===== config.mk =====
export PLATFORM = sky130hd
export DESIGN_NAME = aes_scan_ctrl
export DESIGN_NICKNAME = d
export VERILOG_FILES = /design/src/rtl/aes_ctrl_pkg.sv /design/src/rtl/aes_trig_counter.sv /design/src/rtl/aes_scan_ctrl.sv
export SDC_FILE = /design/constraint.sdc
export NUM_CORES = 1
export LEC_CHECK = 0
export CORE_ASPECT_RATIO = 1.75
export CORE_MARGIN = 2
export CORE_UTILIZATION = 54
export CTS_CLUSTER_DIAMETER = 200
export DETAILED_ROUTE_END_ITERATION = 6
export PLACE_DENSITY = 0.85
export SLEW_MARGIN = 0
export SYNTH_ARGS = -nofsm -noshare
export SYNTH_HDL_FRONTEND = slang
export SYNTH_HIERARCHICAL = 1
export SYNTH_SLANG_ARGS = --single-unit

===== constraint.sdc =====
create_clock -name clk -period 4.3 [get_ports clk]
set_input_delay 0.43 -clock clk [delete_from_list [all_inputs] [get_ports clk]]
set_output_delay 0.43 -clock clk [all_outputs]
set_load 0.02 [all_outputs]

===== src/rtl/aes_ctrl_pkg.sv =====
// Shared types and constants for the AES scan-chain sequencer.
// The scan vector layout is {pt[127:0], key[255:0], pt_sel, key_sel, ct_out_sel}.
package aes_ctrl_pkg;

  localparam int DEF_CHAIN_LEN = 387;
  localparam int DEF_CT_LEN    = 128;

  localparam int PT_W = 128;
  localparam int KEY_W = 256;

  // Field offsets inside the scan vector (bit CHAIN_LEN-1 is shifted first)
  localparam int PT_MSB         = 386;
  localparam int KEY_MSB        = 258;
  localparam int PT_SEL_BIT     = 2;
  localparam int KEY_SEL_BIT    = 1;
  localparam int CT_OUT_SEL_BIT = 0;

  typedef enum logic [2:0] {
    S_IDLE      = 3'd0,
    S_SHIFT_IN  = 3'd1,
    S_LOAD      = 3'd2,
    S_WAIT_TRIG = 3'd3,
    S_SHIFT_OUT = 3'd4,
    S_DONE      = 3'd5
  } state_e;

endpackage


===== src/rtl/aes_trig_counter.sv =====
// Counts rising edges of the core trigger since the last clear and flags
// completion once TRIG_COUNT edges have been seen and the trigger is low again.
module aes_trig_counter
  import aes_ctrl_pkg::*;
#(
  parameter int TRIG_COUNT = 2
) (
  input  logic clk,
  input  logic rst,
  input  logic clr,
  input  logic trigger_i,
  output logic trig_done_o
);

  localparam int CW = $clog2(TRIG_COUNT + 1);
  localparam logic [CW-1:0] CNT_MAX = CW'(TRIG_COUNT);

  logic          trig_q, trig_d;
  logic [CW-1:0] cnt_q, cnt_d;
  logic          rising;

  // Edge detect and saturating count; clear wins so edges before the window are dropped
  always_comb begin
    trig_d = trigger_i;
    rising = trigger_i & ~trig_q;
    cnt_d  = cnt_q;
    if (clr) begin
      cnt_d = '0;
    end else if (rising && (cnt_q != CNT_MAX)) begin
      cnt_d = cnt_q + CW'(1);
    end
    trig_done_o = (cnt_q == CNT_MAX) & ~trigger_i;
  end

  // State registers
  always_ff @(posedge clk) begin
    if (rst) begin
      trig_q <= 1'b0;
      cnt_q  <= '0;
    end else begin
      trig_q <= trig_d;
      cnt_q  <= cnt_d;
    end
  end

endmodule


===== src/rtl/aes_scan_ctrl.sv =====
// Scan-chain sequencer for one AES encryption per request: shift the input
// vector in MSB first, pulse load, wait for the core trigger pattern, shift the
// chain out and return the last CT_LEN bits as the ciphertext.
// Optional watchdog in WAIT_TRIG is enabled by defining AES_SCAN_CTRL_TIMEOUT_EN.
//
// Handshake: start_i is a level sampled only in IDLE; busy_o is high from the
// cycle after acceptance until done_o; done_o is a single-cycle pulse and ct_o /
// timeout_o are valid from done_o until the next accepted start.
module aes_scan_ctrl
  import aes_ctrl_pkg::*;
#(
  parameter int CHAIN_LEN   = DEF_CHAIN_LEN,
  parameter int CT_LEN      = DEF_CT_LEN,
  parameter int TRIG_COUNT  = 2,
  parameter int TIMEOUT_CYC = 4096
) (
  input  logic               clk,
  input  logic               rst,
  input  logic               start_i,
  input  logic [PT_W-1:0]    pt_i,
  input  logic [KEY_W-1:0]   key_i,
  input  logic               pt_sel_i,
  input  logic               key_sel_i,
  input  logic               ct_out_sel_i,
  output logic               busy_o,
  output logic               done_o,
  output logic [CT_LEN-1:0]  ct_o,
  output logic               timeout_o,
  output logic               sc_en_o,
  output logic               sc_in_o,
  input  logic               sc_out_i,
  output logic               load_o,
  input  logic               trigger_i,
  output logic [2:0]         dbg_state_o
);

  localparam logic [8:0] LAST_BIT = 9'(CHAIN_LEN - 1);

  state_e                 state_q, state_d;
  logic [8:0]             bit_cnt_q, bit_cnt_d;
  logic [CHAIN_LEN-1:0]   shreg_q, shreg_d;
  logic [CT_LEN-1:0]      ct_q, ct_d;
  logic [CHAIN_LEN-1:0]   scan_vec;
  logic                   trig_clr;
  logic                   trig_done;

`ifdef AES_SCAN_CTRL_TIMEOUT_EN
  localparam int WW = $clog2(TIMEOUT_CYC + 1);
  localparam logic [WW-1:0] WLAST = WW'(TIMEOUT_CYC - 1);
  logic [WW-1:0] wcnt_q, wcnt_d;
  logic          timeout_q, timeout_d;
`endif

  aes_trig_counter #(
    .TRIG_COUNT (TRIG_COUNT)
  ) u_trig (
    .clk         (clk),
    .rst         (rst),
    .clr         (trig_clr),
    .trigger_i   (trigger_i),
    .trig_done_o (trig_done)
  );

  // Assemble the scan vector from its fields
  always_comb begin
    scan_vec = '0;
    scan_vec[PT_MSB -: PT_W]    = pt_i;
    scan_vec[KEY_MSB -: KEY_W]  = key_i;
    scan_vec[PT_SEL_BIT]        = pt_sel_i;
    scan_vec[KEY_SEL_BIT]       = key_sel_i;
    scan_vec[CT_OUT_SEL_BIT]    = ct_out_sel_i;
  end

  // Sequencer next-state logic
  always_comb begin
    state_d   = state_q;
    bit_cnt_d = bit_cnt_q;
    shreg_d   = shreg_q;
    ct_d      = ct_q;
    trig_clr  = 1'b0;
`ifdef AES_SCAN_CTRL_TIMEOUT_EN
    wcnt_d    = wcnt_q;
    timeout_d = timeout_q;
`endif
    case (state_q)
      S_IDLE: begin
        if (start_i) begin
          state_d   = S_SHIFT_IN;
          shreg_d   = scan_vec;
          bit_cnt_d = '0;
          ct_d      = '0;
`ifdef AES_SCAN_CTRL_TIMEOUT_EN
          timeout_d = 1'b0;
`endif
        end
      end
      S_SHIFT_IN: begin
        shreg_d = {shreg_q[CHAIN_LEN-2:0], 1'b0};
        if (bit_cnt_q == LAST_BIT) begin
          bit_cnt_d = '0;
          state_d   = S_LOAD;
        end else begin
          bit_cnt_d = bit_cnt_q + 9'd1;
        end
      end
      S_LOAD: begin
        trig_clr = 1'b1;
        state_d  = S_WAIT_TRIG;
`ifdef AES_SCAN_CTRL_TIMEOUT_EN
        // The watchdog window starts with the load strobe itself
        wcnt_d   = WW'(1);
`endif
      end
      S_WAIT_TRIG: begin
        if (trig_done) begin
          state_d = S_SHIFT_OUT;
        end
`ifdef AES_SCAN_CTRL_TIMEOUT_EN
        else if (wcnt_q == WLAST) begin
          state_d   = S_DONE;
          ct_d      = '0;
          timeout_d = 1'b1;
        end else begin
          wcnt_d = wcnt_q + WW'(1);
        end
`endif
      end
      S_SHIFT_OUT: begin
        // Reuse the input shift register to collect the chain contents
        shreg_d = {shreg_q[CHAIN_LEN-2:0], sc_out_i};
        if (bit_cnt_q == LAST_BIT) begin
          bit_cnt_d = '0;
          ct_d      = {shreg_q[CT_LEN-2:0], sc_out_i};
          state_d   = S_DONE;
        end else begin
          bit_cnt_d = bit_cnt_q + 9'd1;
        end
      end
      S_DONE: begin
        state_d = S_IDLE;
      end
      default: begin
        state_d = S_IDLE;
      end
    endcase
  end

  // State registers
  always_ff @(posedge clk) begin
    if (rst) begin
      state_q   <= S_IDLE;
      bit_cnt_q <= '0;
      shreg_q   <= '0;
      ct_q      <= '0;
`ifdef AES_SCAN_CTRL_TIMEOUT_EN
      wcnt_q    <= '0;
      timeout_q <= 1'b0;
`endif
    end else begin
      state_q   <= state_d;
      bit_cnt_q <= bit_cnt_d;
      shreg_q   <= shreg_d;
      ct_q      <= ct_d;
`ifdef AES_SCAN_CTRL_TIMEOUT_EN
      wcnt_q    <= wcnt_d;
      timeout_q <= timeout_d;
`endif
    end
  end

  // Outputs decoded from the current state
  always_comb begin
    sc_en_o     = (state_q == S_SHIFT_IN) || (state_q == S_SHIFT_OUT);
    sc_in_o     = (state_q == S_SHIFT_IN) & shreg_q[CHAIN_LEN-1];
    load_o      = (state_q == S_LOAD);
    done_o      = (state_q == S_DONE);
    busy_o      = (state_q != S_IDLE) && (state_q != S_DONE);
    ct_o        = ct_q;
    dbg_state_o = state_q;
`ifdef AES_SCAN_CTRL_TIMEOUT_EN
    timeout_o   = timeout_q;
`else
    timeout_o   = 1'b0;
`endif
  end

endmodule


==> results.sh, run 1 <==
export IMPL_design_area_mm2=0.0295
export IMPL_utilization_pct=70.8
export IMPL_slew_headroom_pct=22.6
export IMPL_drtPass1Iterations=6
export IMPL_clk_latency_ps=560
export IMPL_r2r_slack_ps=1400
export IMPL_crit_type="flop to primary output"
export IMPL_reg2reg_from="dbg_state_o[0]$_SDFFE_PP0P_"
export IMPL_fin_nets=3549
export IMPL_synth_top_area_share_pct=46.8
export IMPL_rsz0062_at_grt="false"
export IMPL_cts_inserted_buffers=47
export IMPL_ys_top_cells_by_area="dfxtp_1 47%, a311oi_1 15%, nand2_1 13%"
export IMPL_synthAdderAreaFrac_pct=0.166
export IMPL_synth_top_family_by_area="simple AND/OR/NAND/NOR gates"
export IMPL_cts_tree="done"
export IMPL_pin_count=529
export IMPL_cp_max_fo=144
export IMPL_port_buffers=527
export IMPL_finalCriticalPeriod_ps=3340
export IMPL_peakVddDrop_uv=300
export IMPL_drv_slew=0
export IMPL_yosysWarnings=6
export IMPL_min_from="rst"
export IMPL_critPathLaunchType="flop"
export IMPL_initial_utilization_pct=54.5
export IMPL_row_count=99
export IMPL_cts_setup_buffers=0
export IMPL_setup_viol=0
export IMPL_placed_area_mm2=0.0279
export IMPL_area_delta_synth_final_pct=29.9
export IMPL_yosysUniqueCellTypes=46
export IMPL_synth_seq_cells=530
export IMPL_vias=21800
export IMPL_coreArea_mm2=0.0416
export IMPL_grt_max_degree=210
export IMPL_antenna_found_initial=6
export IMPL_timing_final_crit_share_pct=77.6
export IMPL_clockBufferDepth=3
export IMPL_chipWidth_um=159
export IMPL_htree_num_levels=2
export IMPL_clk_pin_slew_ps=70
export IMPL_worstPathCellList="xnor2_1, or2_4, clkinv_8, clkdlybuf4s50_1"
export IMPL_p_leak_nw=12.2
export IMPL_syn_area_mm2=0.0227
export IMPL_ys_seq_area_share_pct=46.8
export IMPL_gp_congestion=0.884
export IMPL_reg2reg_to="shreg_q[367]$_SDFFE_PP0P_"
export IMPL_cp_slowest_cell="clkdlybuf4s50_1"
export IMPL_crit_required_ps=3870
export IMPL_routed_via_density=5.82
export IMPL_clock_skew_ps=15.1
export IMPL_worst_pin_slew_ps=1160
export IMPL_syn_inst=2815
export IMPL_drt_wl_total_mm=68.3
export IMPL_grt_pass1_vias=20500
export IMPL_synth_edf_count=0
export IMPL_total_power_mw=11.3
export IMPL_antenna_left=0
export IMPL_worstRegToRegCells=6
export IMPL_drc=0
export IMPL_p_per_area_mw_per_mm2=383
export IMPL_drv_cap=0
export IMPL_holdWs_ps=401
export IMPL_die_area_mm2=0.0437
export IMPL_hold_violations=0
export IMPL_cts_root_buf="clkbuf_16"
export IMPL_avgRoutedWirePerCell_um=18.2
export IMPL_critPathCaptureType="primary output"
export IMPL_clkSinkCount=530
export IMPL_syn_nets=3210
export IMPL_path_buf_inv=2
export IMPL_synth_top_flop_cell="dfxtp_1"
export IMPL_cts_resized_gates=0
export IMPL_synth_compound_area_share_pct=15.7
export IMPL_drt_iter0_drc=1857
export IMPL_grt_first_pass_wirelength_mm=105
export IMPL_drive_above_1_share_pct=3.48
export IMPL_muxShareOfSynthArea_pct=5.75
export IMPL_post_synth_cell_area_avg_um2=8.06
export IMPL_synth_simple_area_share_pct=26.3
export IMPL_die_y_um=275
export IMPL_overflow=0
export IMPL_synthArstFlopShare_pct=0
export IMPL_hold_path_class="input port to flop"
export IMPL_synth_xor_area_share_pct=0.0386
export IMPL_cp_data_arrival_time_ps=2910
export IMPL_min_to="ct_o[31]$_SDFFE_PP0P_"
export IMPL_tns_ps=0
export IMPL_critical_path_top_delay_family="buffers and inverters"
export IMPL_hpwl_mm=46.1
export IMPL_hold_depth=2
export IMPL_fmax_mhz=300
export IMPL_yosysTopAreaCell="dfxtp_1"
export IMPL_max_stage_delay_ps=730
export IMPL_ctsHoldBuffers=0
export IMPL_grt_util_all_layers_pct=29.4
export IMPL_status="complete, no violations"
-- layout make-up --
class                   instances  area [µm²]
multi-input cells            2015       10900
clock inverters                18         238
clock buffers                  65        1350
repair buffers                555        5620
fillers                      3077       12200
diodes                          7        17.5
well taps                     555         694
flip-flops and latches        530       10600
inverters                       5        31.3
-- kinds of logic (layout without fill, tap and decap cells) --
group / count (synthesis) / in the layout
compound gates: 410 / 410
xor+xnor: 1 / 1
fa+ha+maj: 3 / 3
buf+inv: 270 / 643
flops: 530 / 530
mux: 130 / 130
other cells: 1 / 8
simple gates: 1470 / 1470
-- power breakdown --
part / total (mW) / internal, mW / switching (mW)
clock: 4.37 / 2.50 / 1.88
sequential: 5.47 / 5.24 / 0.232
combinational: 1.43 / 0.656 / 0.777
-- per-stage QoR --
stage	worst slack, ps	cells
detailed placement	1440	3660
finish	963	3750
CTS	899	3743
global route	777	3748
floorplan	2350	2815
global placement	1570	3660
-- state kept, by name, summed over array words and instances (netlist names) --
name,flops
bit_cnt_q,9
ct_o,128
u_trig/trig_q,1
shreg_q,387
u_trig/cnt_q,2
dbg_state_o,3
-- metal layers --
metal	part of all wire (%)	track usage, %	vias to the layer above
li1	-	-	10300
met1	36	32.5	10300
met2	50	52.2	1054
met3	7.5	5.47	210
met4	6.4	18.4	2
met5	0.015	0	-
-- worst max path at each step --
stage / start / endpoint / cells past startpoint
2_1_floorplan: dbg_state_o[1]$_SDFFE_PP0P_ / u_trig/cnt_q[0]$_SDFFE_PP0P_ / 5
3_3_place_gp: dbg_state_o[0]$_SDFFE_PP0P_ / sc_en_o / 4
3_5_place_dp: dbg_state_o[0]$_SDFFE_PP0P_ / shreg_q[143]$_SDFFE_PP0P_ / 6
4_1_cts: dbg_state_o[0]$_SDFFE_PP0P_ / sc_en_o / 4
5_1_grt: dbg_state_o[0]$_SDFFE_PP0P_ / sc_en_o / 4
6_report: dbg_state_o[0]$_SDFFE_PP0P_ / sc_en_o / 4
-- Yosys cell counts (all sizes together) (4+ instances only) --
cell type  count
a221o          4
a211oi         4
nor2b        134
nor2         524
a311oi       387
nor3           6
nand2        778
clkbuf       153
mux2i        128
dfxtp        530
inv            4
buf          112
-- cell usage in the layout, fill, tap and decap left out, types with 3 or more instances in the layout --
cell	n
clkbuf_16	49
nor3b_1	3
clkdlybuf4s50_1	526
inv_1	4
nor2b_1	134
clkinvlp_4	3
and2_1	3
a21o_1	3
mux2i_1	128
a211oi_1	3
clkbuf_1	10
diode_2	7
buf_4	18
o21ai_0	3
clkbuf_8	6
nor2_1	524
ha_1	3
or3_1	3
clkinv_2	8
a311oi_1	387
nor3_1	6
dfxtp_1	530
bufinv_16	5
nand2_1	778
buf_12	10
a221o_1	4
-- worst register-to-register path, delay by kind of cell (launching register included) --
family	cells	cell delay (ps)
xor gates and xnor gates	1	190
AOI/OAI and AO/OA	1	340
and+or+nand+nor	2	540
DFF	1	690
buffers and inverters	2	1020
No activity file was read; power rests on OpenSTA's default activity.
==> run 2, diff against run 1 <==
- CORE_UTILIZATION: 54 -> 45
- PLACE_DENSITY: 0.85 -> 0.76
- clock period: 4.3 -> 2.8 ns (I/O delays scaled with it)
==> results.sh, run 2 (synthesis results as in run 1) <==
export IMPL_status="complete, no violations"
export IMPL_avgRoutedWirePerCell_um=17.5
export IMPL_multi_input_area_mm2=0.0109
export IMPL_clockBufferDepth=3
export IMPL_p_leak_nw=12.6
export IMPL_p_per_area_mw_per_mm2=583
export IMPL_fin_nets=3585
export IMPL_placed_area_mm2=0.0285
export IMPL_fmax_mhz=392
export IMPL_timing_final_crit_share_pct=91.2
export IMPL_worstPathCellList="buf_4, nor2b_1, and3b_1, clkdlybuf4s50_1"
export IMPL_coreArea_mm2=0.0497
export IMPL_holdWs_ps=159
export IMPL_drc=0
export IMPL_design_area_mm2=0.0302
export IMPL_die_y_um=301
export IMPL_cp_max_fo=13
export IMPL_grt_util_all_layers_pct=25.0
export IMPL_cp_slowest_cell="clkdlybuf4s50_1"
export IMPL_grt_max_degree=111
export IMPL_tns_ps=0
export IMPL_cts_resized_gates=0
export IMPL_hold_violations=0
export IMPL_min_from="rst"
export IMPL_area_delta_synth_final_pct=33.2
export IMPL_slew_headroom_pct=55.1
export IMPL_drive_above_1_share_pct=4.87
export IMPL_cp_data_arrival_time_ps=2270
export IMPL_rsz0062_at_grt="false"
export IMPL_swShare_pct=25.2
export IMPL_place_inst=3801
export IMPL_top_register="shreg_q"
export IMPL_path_buf_inv=2
export IMPL_layout_cells_non_filler=3893
export IMPL_crit_type="flop to primary output"
export IMPL_drt_iter0_drc=1590
export IMPL_vias=21700
export IMPL_critPathCaptureType="primary output"
export IMPL_row_count=108
export IMPL_ctsHoldBuffers=0
export IMPL_hold_path_class="input port to flop"
export IMPL_register_area_mm2=0.0106
export IMPL_mostFrequentLayoutCells="778 x nand2_1, 529 x dfxtp_1, 525 x clkdlybuf4s50_1"
export IMPL_peakVddDrop_uv=410
export IMPL_port_buffers=527
export IMPL_gp_congestion=0.879
export IMPL_layout_commonest_cell="nand2_1"
export IMPL_drt_wl_total_mm=68.2
export IMPL_fill_cells=4310
export IMPL_critPathLaunchType="flop"
export IMPL_clkSinkCount=530
export IMPL_clk_latency_ps=560
export IMPL_overflow=0
export IMPL_antenna_found_initial=9
export IMPL_chipWidth_um=174
export IMPL_cts_tree="done"
export IMPL_combPwrFrac_pct=13.0
export IMPL_crit_required_ps=2520
export IMPL_clock_skew_ps=15.5
export IMPL_drtPass1Iterations=5
export IMPL_critPathLaunch="dbg_state_o[0]$_SDFFE_PP0P_"
export IMPL_reg2reg_from="bit_cnt_q[0]$_SDFFE_PP0P_"
export IMPL_pwr_share_seq_pct=47.5
export IMPL_setup_viol=0
export IMPL_cts_inserted_buffers=47
export IMPL_cts_setup_buffers=0
export IMPL_p_sw_mw=4.43
export IMPL_finalCriticalPeriod_ps=2550
export IMPL_pin_count=529
export IMPL_antenna_left=0
export IMPL_max_stage_delay_ps=610
export IMPL_internal_power_mw=13.2
export IMPL_drv_cap=0
export IMPL_routed_via_density=5.57
export IMPL_grt_first_pass_wirelength_mm=107
export IMPL_clk_pin_slew_ps=70
export IMPL_pwr_share_clk_pct=39.5
export IMPL_hpwl_mm=47.7
export IMPL_critical_path_top_delay_family="buffers and inverters"
export IMPL_drv_slew=0
export IMPL_initial_utilization_pct=45.6
export IMPL_htree_num_levels=2
export IMPL_largest_reg_flops=387
export IMPL_total_power_mw=17.6
export IMPL_cts_root_buf="clkbuf_16"
export IMPL_worst_pin_slew_ps=673
export IMPL_grt_pass1_vias=21100
export IMPL_die_area_mm2=0.0523
==> run 2: changes by cell type in the layout (fill, tap and decap cells not counted), sizes merged <==
cell | before | now
buf | 29 | 65
bufinv | 5 | 6
clkdlybuf4s50 | 526 | 525
clkinv | 10 | 13
clkinvlp | 3 | 2
diode | 7 | 6
dlymetal6s2s | 0 | 1
==> run 2: final timing paths <==
| check | end | slack (ps) | cells past startpoint |
|---|---|---|---|
| hold / removal | bit_cnt_q[1]$_SDFFE_PP0P_ | 160 | 2 |
| setup / recovery | sc_in_o | 250 | 4 |
| hold reg to reg | shreg_q[136]$_SDFFE_PP0P_ | 480 | 2 |
| setup reg to reg | ct_o[70]$_SDFFE_PP0P_ | 620 | 8 |
==> run 2: worst reg2reg max path: stages, from the launching register on <==
cell,delay (ps)
dfxtp_1,320
inv_1,80
ha_1,140
nor4bb_1,260
buf_4,190
nand3_4,350
buf_12,380
mux2i_1,280
nor2_1,70
==> run 2: layer usage <==
layer | vias up | global-route usage (%) | share of wire, % | routed length (µm)
li1 | 10400 | - | - | -
met1 | 10300 | 29.8 | 39 | 26300
met2 | 875 | 44.0 | 50 | 33800
met3 | 170 | 4.05 | 7.1 | 4820
met4 | 8 | 12.0 | 4.7 | 3180
met5 | - | 0 | 0.073 | 50
==> run 2: layout make-up <==
| cell class | instances | area share, % |
|---|---|---|
| multi-input combinational | 2015 | 36.1 |
| sequential | 530 | 35.1 |
| timing repair buffer | 591 | 20.3 |
| clock buffer | 65 | 4.62 |
| tap | 660 | 2.73 |
| clock inverter | 21 | 0.899 |
| inverter | 5 | 0.104 |
| antenna | 6 | 0.0497 |
==> run 2: through the flow <==
stage | util (%) | setup WS (ps)
floorplan | - | 849
global route | 60.7 | 121
finish | 60.7 | 247
global placement | 57.3 | 542
detailed placement | 57.3 | 454
CTS | 60.7 | 1.22
==> run 2: power groups by stage <==
stage / Combinational (mW) / Sequential (mW) / Clock, mW
5_1_grt: 2.51 / 8.41 / 7.39
3_3_place_gp: 2.21 / 8.50 / 0
2_1_floorplan: 1.31 / 8.42 / 0
3_5_place_dp: 2.28 / 8.52 / 0
6_report: 2.28 / 8.37 / 6.95
4_1_cts: 2.29 / 8.36 / 7.08
